<file path="src/rtl/mem_arbiter.sv">
// Two-requester memory arbiter: round-robin grant, fixed-latency memory access, one-cycle done pulse.
// Define MEM_ARBITER_FIXED_PRIORITY_EN to make requester 0 always win simultaneous requests.
module mem_arbiter #(
  parameter int OPERAND_LENGTH = 31,
  parameter int MEM_LATENCY    = 2
) (
  input  logic                    clk,
  input  logic                    rst,
  input  logic                    req0_valid,
  input  logic                    req0_write,
  input  logic [OPERAND_LENGTH:0] req0_addr,
  input  logic [OPERAND_LENGTH:0] req0_wdata,
  input  logic                    req1_valid,
  input  logic                    req1_write,
  input  logic [OPERAND_LENGTH:0] req1_addr,
  input  logic [OPERAND_LENGTH:0] req1_wdata,
  output logic                    req0_ready,
  output logic                    req1_ready,
  output logic                    req0_done,
  output logic                    req1_done,
  output logic [OPERAND_LENGTH:0] rdata,
  output logic                    mem_en,
  output logic                    mem_we,
  output logic [OPERAND_LENGTH:0] mem_addr,
  output logic [OPERAND_LENGTH:0] mem_wdata,
  input  logic [OPERAND_LENGTH:0] mem_rdata,
  output logic                    busy
);

  // Handshake: a requester holds valid and payload stable until it sees ready;
  // ready is a same-cycle, one-cycle pulse issued only while IDLE, to at most one requester.
  typedef enum logic [1:0] {IDLE, ACCESS, DONE} state_t;

  localparam logic [2:0] LAT_M1 = 3'(MEM_LATENCY - 1);

  state_t     state;
  logic [2:0] count;
  logic       owner;
  logic       grant0;
  logic       grant1;

`ifdef MEM_ARBITER_FIXED_PRIORITY_EN
  assign grant1 = req1_valid && !req0_valid;
`else
  logic last_owner;
  // On a tie the requester that did not win last time goes next.
  assign grant1 = req1_valid && (!req0_valid || !last_owner);
`endif
  assign grant0 = req0_valid && !grant1;

  assign req0_ready = (state == IDLE) && grant0;
  assign req1_ready = (state == IDLE) && grant1;
  assign busy       = (state != IDLE);

  always_ff @(posedge clk) begin
    if (rst) begin
      state     <= IDLE;
      count     <= 3'd0;
      owner     <= 1'b0;
      rdata     <= '0;
      mem_en    <= 1'b0;
      mem_we    <= 1'b0;
      mem_addr  <= '0;
      mem_wdata <= '0;
      req0_done <= 1'b0;
      req1_done <= 1'b0;
`ifndef MEM_ARBITER_FIXED_PRIORITY_EN
      last_owner <= 1'b1;
`endif
    end else begin
      req0_done <= 1'b0;
      req1_done <= 1'b0;
      case (state)
        IDLE: begin
          if (grant0 || grant1) begin
            state     <= ACCESS;
            count     <= LAT_M1;
            owner     <= grant1;
            mem_en    <= 1'b1;
            mem_we    <= grant1 ? req1_write : req0_write;
            mem_addr  <= grant1 ? req1_addr  : req0_addr;
            mem_wdata <= grant1 ? req1_wdata : req0_wdata;
`ifndef MEM_ARBITER_FIXED_PRIORITY_EN
            last_owner <= grant1;
`endif
          end
        end
        ACCESS: begin
          if (count == 3'd0) begin
            // mem_we still holds the latched direction of this transaction.
            if (!mem_we) rdata <= mem_rdata;
            state     <= DONE;
            mem_en    <= 1'b0;
            mem_we    <= 1'b0;
            req0_done <= !owner;
            req1_done <= owner;
          end else begin
            count <= count - 3'd1;
          end
        end
        DONE:    state <= IDLE;
        default: state <= IDLE;
      endcase
    end
  end

endmodule

</file>
<file path="config.mk">
export PLATFORM = sky130hd
export DESIGN_NAME = mem_arbiter
export DESIGN_NICKNAME = d
export VERILOG_FILES = /design/src/rtl/mem_arbiter.sv
export SDC_FILE = /design/constraint.sdc
export NUM_CORES = 1
export LEC_CHECK = 0
export CELL_PAD_IN_SITES_DETAIL_PLACEMENT = 1
export CELL_PAD_IN_SITES_GLOBAL_PLACEMENT = 2
export CORE_ASPECT_RATIO = 1.25
export CORE_MARGIN = 1
export CORE_UTILIZATION = 18
export CTS_BUF_LIST = sky130_fd_sc_hd__clkbuf_2 sky130_fd_sc_hd__clkbuf_4 sky130_fd_sc_hd__clkbuf_8
export CTS_CLUSTER_SIZE = 20
export DETAILED_ROUTE_END_ITERATION = 16
export PLACE_DENSITY_LB_ADDON = 0.1
export SLEW_MARGIN = 20
export SYNTH_ARGS = -nofsm -noshare
export SYNTH_HDL_FRONTEND = slang
export SYNTH_SLANG_ARGS = --single-unit
export TNS_END_PERCENT = 1
</file>
<file path="constraint.sdc">
create_clock -name clk -period 1.48 [get_ports clk]
set_input_delay 0.222 -clock clk [delete_from_list [all_inputs] [get_ports clk]]
set_output_delay 0.222 -clock clk [all_outputs]
set_load 0.01 [all_outputs]
</file>
== After elaboration in Yosys (flattened, before gate mapping) ==
Cells that the tools add are included.
W data, S select, Z words.

* Output and inout bits: 103
* Bits in latches: 0
* Bits in registers: 107
* Memories kept: 0
* Bits in read-only memories: 0
* Bits in writable memories: 0
* Word-level logic and storage cells: 53
* Bits of input ports: 166

* Order comparisons: 0
* Eq/ne operators: 4
* Mux-type cells: 14
* $add $sub $neg: 1
* Reductions and logical operators: 20
* Bitwise operators: 3
* Multipliers: 0
* Divide/modulo/power cells: 0
* Shifts and indexed selects: 0

{| class="wikitable"
|+ Operator list
! kind !! number
|-
| $mux W32 || 2
|-
| $reduce_and A3 Y1 || 3
|-
| $mux W3 || 2
|-
| $pmux W3 S2 || 1
|-
| $logic_and A1 B1 Y1 || 4
|-
| $logic_not A1 Y1 || 4
|-
| $mux W1 || 4
|-
| $mux W2 || 2
|-
| $ne A2 B2 Y1 const B || 2
|-
| $pmux W1 S2 || 2
|-
| $pmux W2 S2 || 1
|-
| $reduce_and A2 Y1 || 2
|-
| $reduce_bool A2 Y1 || 2
|-
| $logic_not A3 Y1 || 1
|-
| $not A1 Y1 || 3
|-
| $reduce_or A3 Y1 || 1
|-
| $sub A3 B1 Y3 const B || 1
|-
| $eq A2 B1 Y1 const B || 1
|-
| $logic_not A2 Y1 || 1
|-
| $logic_or A1 B1 Y1 || 2
|-
| $ne A2 B1 Y1 const B || 1
|}

== Logic depth before layout (Yosys ltp) ==
Gate-level depths: netlist of the first run.

* Depth after elaboration: 8
* Depth in mapped cells: 8
* Gate-level depth less buffers: 6

== Least setup slack after synthesis of the first run ==
Ideal clock, no wire load.

* Path kind: reg-to-reg
* Start: register count[0]
* End: register rdata[10]
* Clock period less this slack: 1560 ps
* Required time: 1410 ps
* Library setup time: 70 ps
* Path buffers: 2
* Stages on the path, launching flop included: 9
* Path slack: -80 ps
* Arrival time: 1490 ps
* Cell sequence: dfxtp_1 inv_1 ha_1 ha_1 nand4bb_1 clkbuf_1 clkbuf_1 nand2_1 a21oi_1

* Longest elaborated chain between the ends: 2

{| class="wikitable"
|+ Ends and longest elaborated chain
! item !! RTL line !! source
|-
| from (decl) || 37 || <nowiki>logic [2:0] count;</nowiki>
|-
| from (signal assigned) || 98 || <nowiki>count <= count - 3'd1;</nowiki>
|-
| $logic_not A3 Y1 || 89 || <nowiki>if (count == 3'd0) begin</nowiki>
|-
| $reduce_and A3 Y1 (no line) || -- ||
|-
| to (signal assigned) || 91 || <nowiki>if (!mem_we) rdata <= mem_rdata;</nowiki>
|-
| to (decl) || 21 || <nowiki>output logic [OPERAND_LENGTH:0] rdata,</nowiki>
|}

Every way passes these cells.
A chain may end at the register's enable or synchronous reset.

== Worst setup path in the final report of the first run ==
* Start: register count[0]
* End: register rdata[15]

The elaborated chain is that of the path after synthesis.

==> impl_metrics.yaml, run 1 <==
worst_setup_path:
  critPathSlowestCell: "dfxtp_2"
  cp.arrival_ps: 1770
  worstPathMaxFanout: 32
  start_kind: "flop"
  path_class: "flop to flop"
  cp_top_family: "flip-flops"
  crit_buf_inv: 2
  crit_chain: "inv_1 > ha_2 > ha_4 > and4bb_2 > buf_12 > nand2_1 > a21oi_1"
  cp_data_required_time_ps: 1780
  slowest_delay_ps: 340
  end_kind: "flop"
global_routing:
  grt_pass1_wl_um: 30200
  grt_max_degree: 47
  grtUsageTotal: 0.156
  grt_pass1_vias: 5501
  antenna_found_initial: 1
  overflow: 0
power_and_ir_drop:
  power_mw: 7.89
  intPower_mw: 5.33
  leakagePower_nw: 3.24
  p_comb_frac: 0.327
  power.switching_mw: 2.56
  switching_share: 0.324
  pwr_density_cell_mw_per_mm2: 1010
  max-vdd-ir-drop_mv: 0.371
  power_frac_seq: 0.432
  clockPowerShare: 0.241
floorplan:
  ios: 269
  num_rows: 64
  initial_core_util: 0.182
  fp.dieW_um: 143
  die_h_um: 178
  fp.coreArea_mm2: 0.0244
  die_area_mm2: 0.0254
yosys:
  yosysSeqAreaShare: 0.481
  synth_top_area_cell: "dfxtp_1"
  yosys-top-cells-area: "dfxtp_1 (48%), nand2_1 (17%), a311oi_1 (13%)"
  synth_nets: 725
  synthesis.area_mm2: 0.00446
  synth-seq-cells: 107
  avgSynthCellArea_um2: 8.00
  netlist-cell-type-count: 31
  syn_inst: 557
  synth_top_area_share: 0.481
  ys.warnings.count: 0
placement:
  dp_cells: 1131
  placed_cell_area_mm2: 0.00769
  gp_congestion: 0.696
  dp_hpwl_um: 14000
  port_buffers: 268
final_layout:
  fin_area_mm2: 0.00785
  syn2layout_area_growth_pct: 76.1
  seqCellArea_mm2: 0.00215
  drive_above_1_share: 0.0993
  fin_cells: 1146
  fin_util: 0.321
  fin_nets: 980
  n_antenna_cell: 0
  multi_input_area_mm2: 0.00212
  fill_cells: 2916
timing:
  fin_crit_ps: 1460
  rsz0062_at_grt: "true"
  report.final.setup_viol: 0
  min_period_over_period: 0.988
  relSlewSlack: 0.646
  fin_skew_ps: 13.3
  hold_ws_ps: 310
  fmax_mhz: 684
  worst_pin_slew_ps: 531
  drv_slew: 0
  finalHoldViolCount: 0
route:
  vias_per_cell: 4.47
  wl_um: 20100
  drtIter0Drc: 166
  drt-pass1-iter-count: 4
  drc: 0
  vias: 5125
  wire_per_inst_um: 17.6
  drtAntennaViolNets: 0
hold_path:
  hold_path.class: "input pin to flop"
outcome:
  status: "complete, no violations"
clock_network:
  cts_tree: "built"
  clock-root-buffer: "clkbuf_8"
  htreeDepth: 3
  cts_setup_buffers: 0
  cts_buffers: 9
  clock_sinks: 107
  path_clk_slew_ps: 110
  ctsHoldBuffers: 0
  cts_buffer_depth: 2
  worstSkewPairLatency_ps: 380
flow_run:
  cap_violations: 0
-- final timing paths --
path | from | endpoint | slack, ps | cells past startpoint
min | rst | rdata[5] | 310 | 2
max | count[0] | rdata[15] | 20 | 7
min reg2reg | owner | req0_done | 440 | 1
max reg2reg | count[0] | rdata[15] | 20 | 7
-- power groups by stage --
stage | clock, mW | combinational [mW] | sequential, mW
4_1_cts | 2.05 | 2.60 | 3.41
3_5_place_dp | 0 | 2.81 | 3.48
2_1_floorplan | 0 | 0.986 | 3.62
6_report | 1.90 | 2.58 | 3.41
3_3_place_gp | 0 | 2.77 | 3.47
5_1_grt | 2.14 | 2.81 | 3.46
-- kinds of logic after synthesis --
logic type               after synthesis  share of synthesized area
AND/OR/NAND/NOR                      212                      0.189
flip-flops                           107                      0.481
adder cells (fa/ha/maj)                2                    0.00561
AO/OA/AOI/OAI                        175                      0.259
buffers and inverters                 61                     0.0651
-- sequential cells by signal (all words and copies together), names as in the netlist --
register	cells
rdata	32
owner	1
req1_done	1
mem_wdata	32
req0_done	1
last_owner	1
count	3
mem_en	1
mem_we	1
state	2
mem_addr	32
-- cell usage after synthesis --
cell	number
a22oi_1	1
a211oi_1	2
buf_2	22
and4bb_2	1
nand2_1	196
a21oi_1	99
nor2b_1	1
o211a_1	1
buf_4	9
dfxtp_1	107
nand2b_1	2
o21ai_0	1
a21bo_2	1
nand4bb_1	1
nand3b_1	1
and2_1	1
or2_2	1
ha_1	2
nor2_2	2
o211ai_1	2
or3b_2	1
a311oi_1	65
nor3_1	1
nor3b_1	1
inv_2	1
o21a_1	1
a221o_1	1
nor2_1	3
a21boi_2	1
clkbuf_1	24
inv_1	5
-- metrics by stage --
step,TNS [ps],setup slack [ps]
after floorplan,-876,-34.3
after global placement,-21120,-413
after detailed placement,-25690,-427
after CTS,-294,-117
after global routing,-2070,-108
final,0,17.6
-- layout make-up --
class	instances	share of cell area
clock buffer	11	0.0177
clock inverter	4	0.00669
inverter	6	0.00319
multi-input combinational	389	0.270
sequential	107	0.274
tap	330	0.0526
timing repair buffer	299	0.376
-- cells in the final DEF (no fill, tap or decap), types with 2 or more instances in the layout --
master,n
nand2_1,194
clkdlybuf4s50_1,162
dfxtp_1,102
dlygate4sd2_1,102
a21oi_1,88
a311oi_1,64
buf_4,17
buf_12,13
a21oi_2,11
clkbuf_8,9
inv_1,4
dfxtp_2,4
buf_6,4
nor2_1,3
clkinvlp_4,3
nor2_4,2
nand2_2,2
nand2b_1,2
o211ai_1,2
a211oi_1,2
clkbuf_4,2
-- layer usage --
metal  part of all wire  vias to the layer above  GRT usage
met5                  0                        -          0
met4              0.018                        0     0.0533
met2               0.51                      176      0.280
met3              0.069                       21     0.0491
li1                   -                     2454          -
met1               0.40                     2474      0.171
-- timing repair --
action / CTS / global route
gates resized for setup: 119 / 26
setup endpoints to repair: 154 / 92
cloned: 0 / 0
pin swaps: 2 / 8
No activity file was read; power rests on OpenSTA's default activity.
==> run 2: changes to the inputs <==
--- a/config.mk
+++ b/config.mk
@@ -9,10 +9,11 @@
 export CELL_PAD_IN_SITES_GLOBAL_PLACEMENT = 2
 export CORE_ASPECT_RATIO = 1.25
 export CORE_MARGIN = 1
-export CORE_UTILIZATION = 18
+export CORE_UTILIZATION = 20
 export CTS_BUF_LIST = sky130_fd_sc_hd__clkbuf_2 sky130_fd_sc_hd__clkbuf_4 sky130_fd_sc_hd__clkbuf_8
 export CTS_CLUSTER_SIZE = 20
 export DETAILED_ROUTE_END_ITERATION = 16
+export GPL_TIMING_DRIVEN = 0
 export PLACE_DENSITY_LB_ADDON = 0.1
 export SLEW_MARGIN = 20
 export SYNTH_ARGS = -nofsm -noshare
==> constraint.sdc (replaced) <==
create_clock -name clk -period 1.6 [get_ports clk]
set_input_delay 0.24 -clock clk [delete_from_list [all_inputs] [get_ports clk]]
set_output_delay 0.24 -clock clk [all_outputs]
set_load 0.01 [all_outputs]
==> impl_metrics.yaml, run 2 (synthesized netlist as in run 1, its figures left out) <==
timing:
  fmax_mhz: 614
  fin_setup_tns_ps: -29.3
  min_period_over_period: 1.02
  fin_skew_ps: 18.3
  fin_ws_ps: -29.3
  fin_crit_ps: 1630
  worst_pin_slew_ps: 582
  report.final.setup_viol: 1
  finalHoldViolCount: 0
  drv_slew: 0
  relSlewSlack: 0.612
  rsz0062_at_grt: "true"
final_layout:
  multi_input_area_mm2: 0.00214
  syn2layout_area_growth_pct: 79.6
  fin_nets: 1010
  top_regs: "mem_addr: 32 flops, mem_wdata: 32 flops, rdata: 32 flops"
  fin_util: 0.369
  drive_above_1_share: 0.113
  n_antenna_cell: 0
  seqCellArea_mm2: 0.00215
  fill_cells: 2560
  final_cell_mix: "clkdlybuf4s50_1 (249), nand2_1 (194), dfxtp_1 (101)"
  final_common_cell: "clkdlybuf4s50_1"
worst_setup_path:
  cp.arrival_ps: 1390
  path_class: "flop to output port"
  worstPathMaxFanout: 6
  cp_data_required_time_ps: 1360
  start_kind: "flop"
  end_kind: "output port"
  r2r_cells: 6
global_routing:
  grtUsageTotal: 0.168
  grt_pass1_wl_um: 29500
  grt_max_degree: 17
  grt_pass1_vias: 5381
  antenna_found_initial: 0
  overflow: 0
clock_network:
  path_clk_slew_ps: 100
  clock-root-buffer: "clkbuf_8"
  cts_buffer_depth: 2
  cts_tree: "built"
  worstSkewPairLatency_ps: 380
  clock_sinks: 107
  cts_buffers: 9
  htreeDepth: 3
power_and_ir_drop:
  max-vdd-ir-drop_mv: 0.350
  pwr_density_cell_mw_per_mm2: 942
  leakagePower_nw: 3.14
placement:
  port_buffers: 267
  dp_hpwl_um: 15000
  gp_congestion: 0.752
route:
  drc: 0
  wl_um: 19600
  drt-pass1-iter-count: 4
  vias_per_cell: 4.53
  drtIter0Drc: 115
  drtAntennaViolNets: 0
  vias: 5097
  wire_per_inst_um: 17.4
floorplan:
  fp.dieW_um: 136
  die_area_mm2: 0.0229
  initial_core_util: 0.205
  ios: 269
  num_rows: 60
  die_h_um: 169
  fp.coreArea_mm2: 0.0217
outcome:
  violations: "setup timing"
  status: "finished with violations"
hold_path:
  holdPathStages: 3
  hold_path.class: "input pin to flop"
flow_run:
  cap_violations: 0
[run 2: cell types whose count changed in the layout (fill, tap and decap cells not counted), sizes merged]
cell	before	now
buf	34	40
clkbuf	12	37
clkdlybuf4s50	162	249
clkinv	0	2
clkinvlp	3	1
dlygate4sd2	102	0
dlymetal6s2s	0	15
[run 2: report_power, final]
group	internal, mW	switching (mW)
Sequential	2.99	0.186
Combinational	1.41	1.21
Clock	0.780	0.962
[run 2: worst paths after layout]
kind,slack [ps],from,end
setup / recovery,-30,state[1],req0_ready
hold / removal,410,mem_rdata[6],rdata[6]
setup reg to reg,30,count[0],count[1]
hold reg to reg,450,owner,req0_done
[run 2: cell type report]
cell class,instances,share of cell area
Sequential cell,107,0.269
Inverter,6,0.00281
Multi-Input combinational cell,389,0.267
Buffer,53,0.0463
Clock buffer,12,0.0183
Timing Repair Buffer,276,0.346
Clock inverter,4,0.00641
Tap cell,279,0.0436
[run 2: metrics by stage]
step / std cells / hold WS [ps] / power [mW] / setup slack, ps / cell area, um^2
3_5_place_dp: 1103 / 445 / 5.70 / -1020 / 7480
4_1_cts: 1124 / 380 / 7.62 / -62.3 / 7840
3_3_place_gp: 1103 / 427 / 5.65 / -970 / 7480
6_report: 1126 / 411 / 7.54 / -29.3 / 8000
5_1_grt: 1126 / 388 / 8.01 / -94.8 / 8000
2_1_floorplan: 557 / 376 / 4.26 / 39.9 / 4460
[run 2: worst max-delay path, cell delays in order, from the launching register on]
cell     delay [ps]
dfxtp_4         380
nor2_4          170
buf_8           140
nand2_4          50
nor2_2          120
buf_2           160
[run 2: repair_timing]
item | 4_1_cts | 5_1_grt
gates resized for setup | 51 | 50
setup endpoints to repair | 106 | 64
buffers inserted | 7 | 2
pin swaps | 2 | 3
hold buffers | 0 | 0
[run 2: layer usage]
layer | vias to the layer above | part of all wire | GRT usage
li1 | 2518 | - | -
met1 | 2403 | 0.40 | 0.190
met2 | 159 | 0.52 | 0.305
met3 | 17 | 0.063 | 0.0398
met4 | 0 | 0.016 | 0.0508
met5 | - | 0 | 0
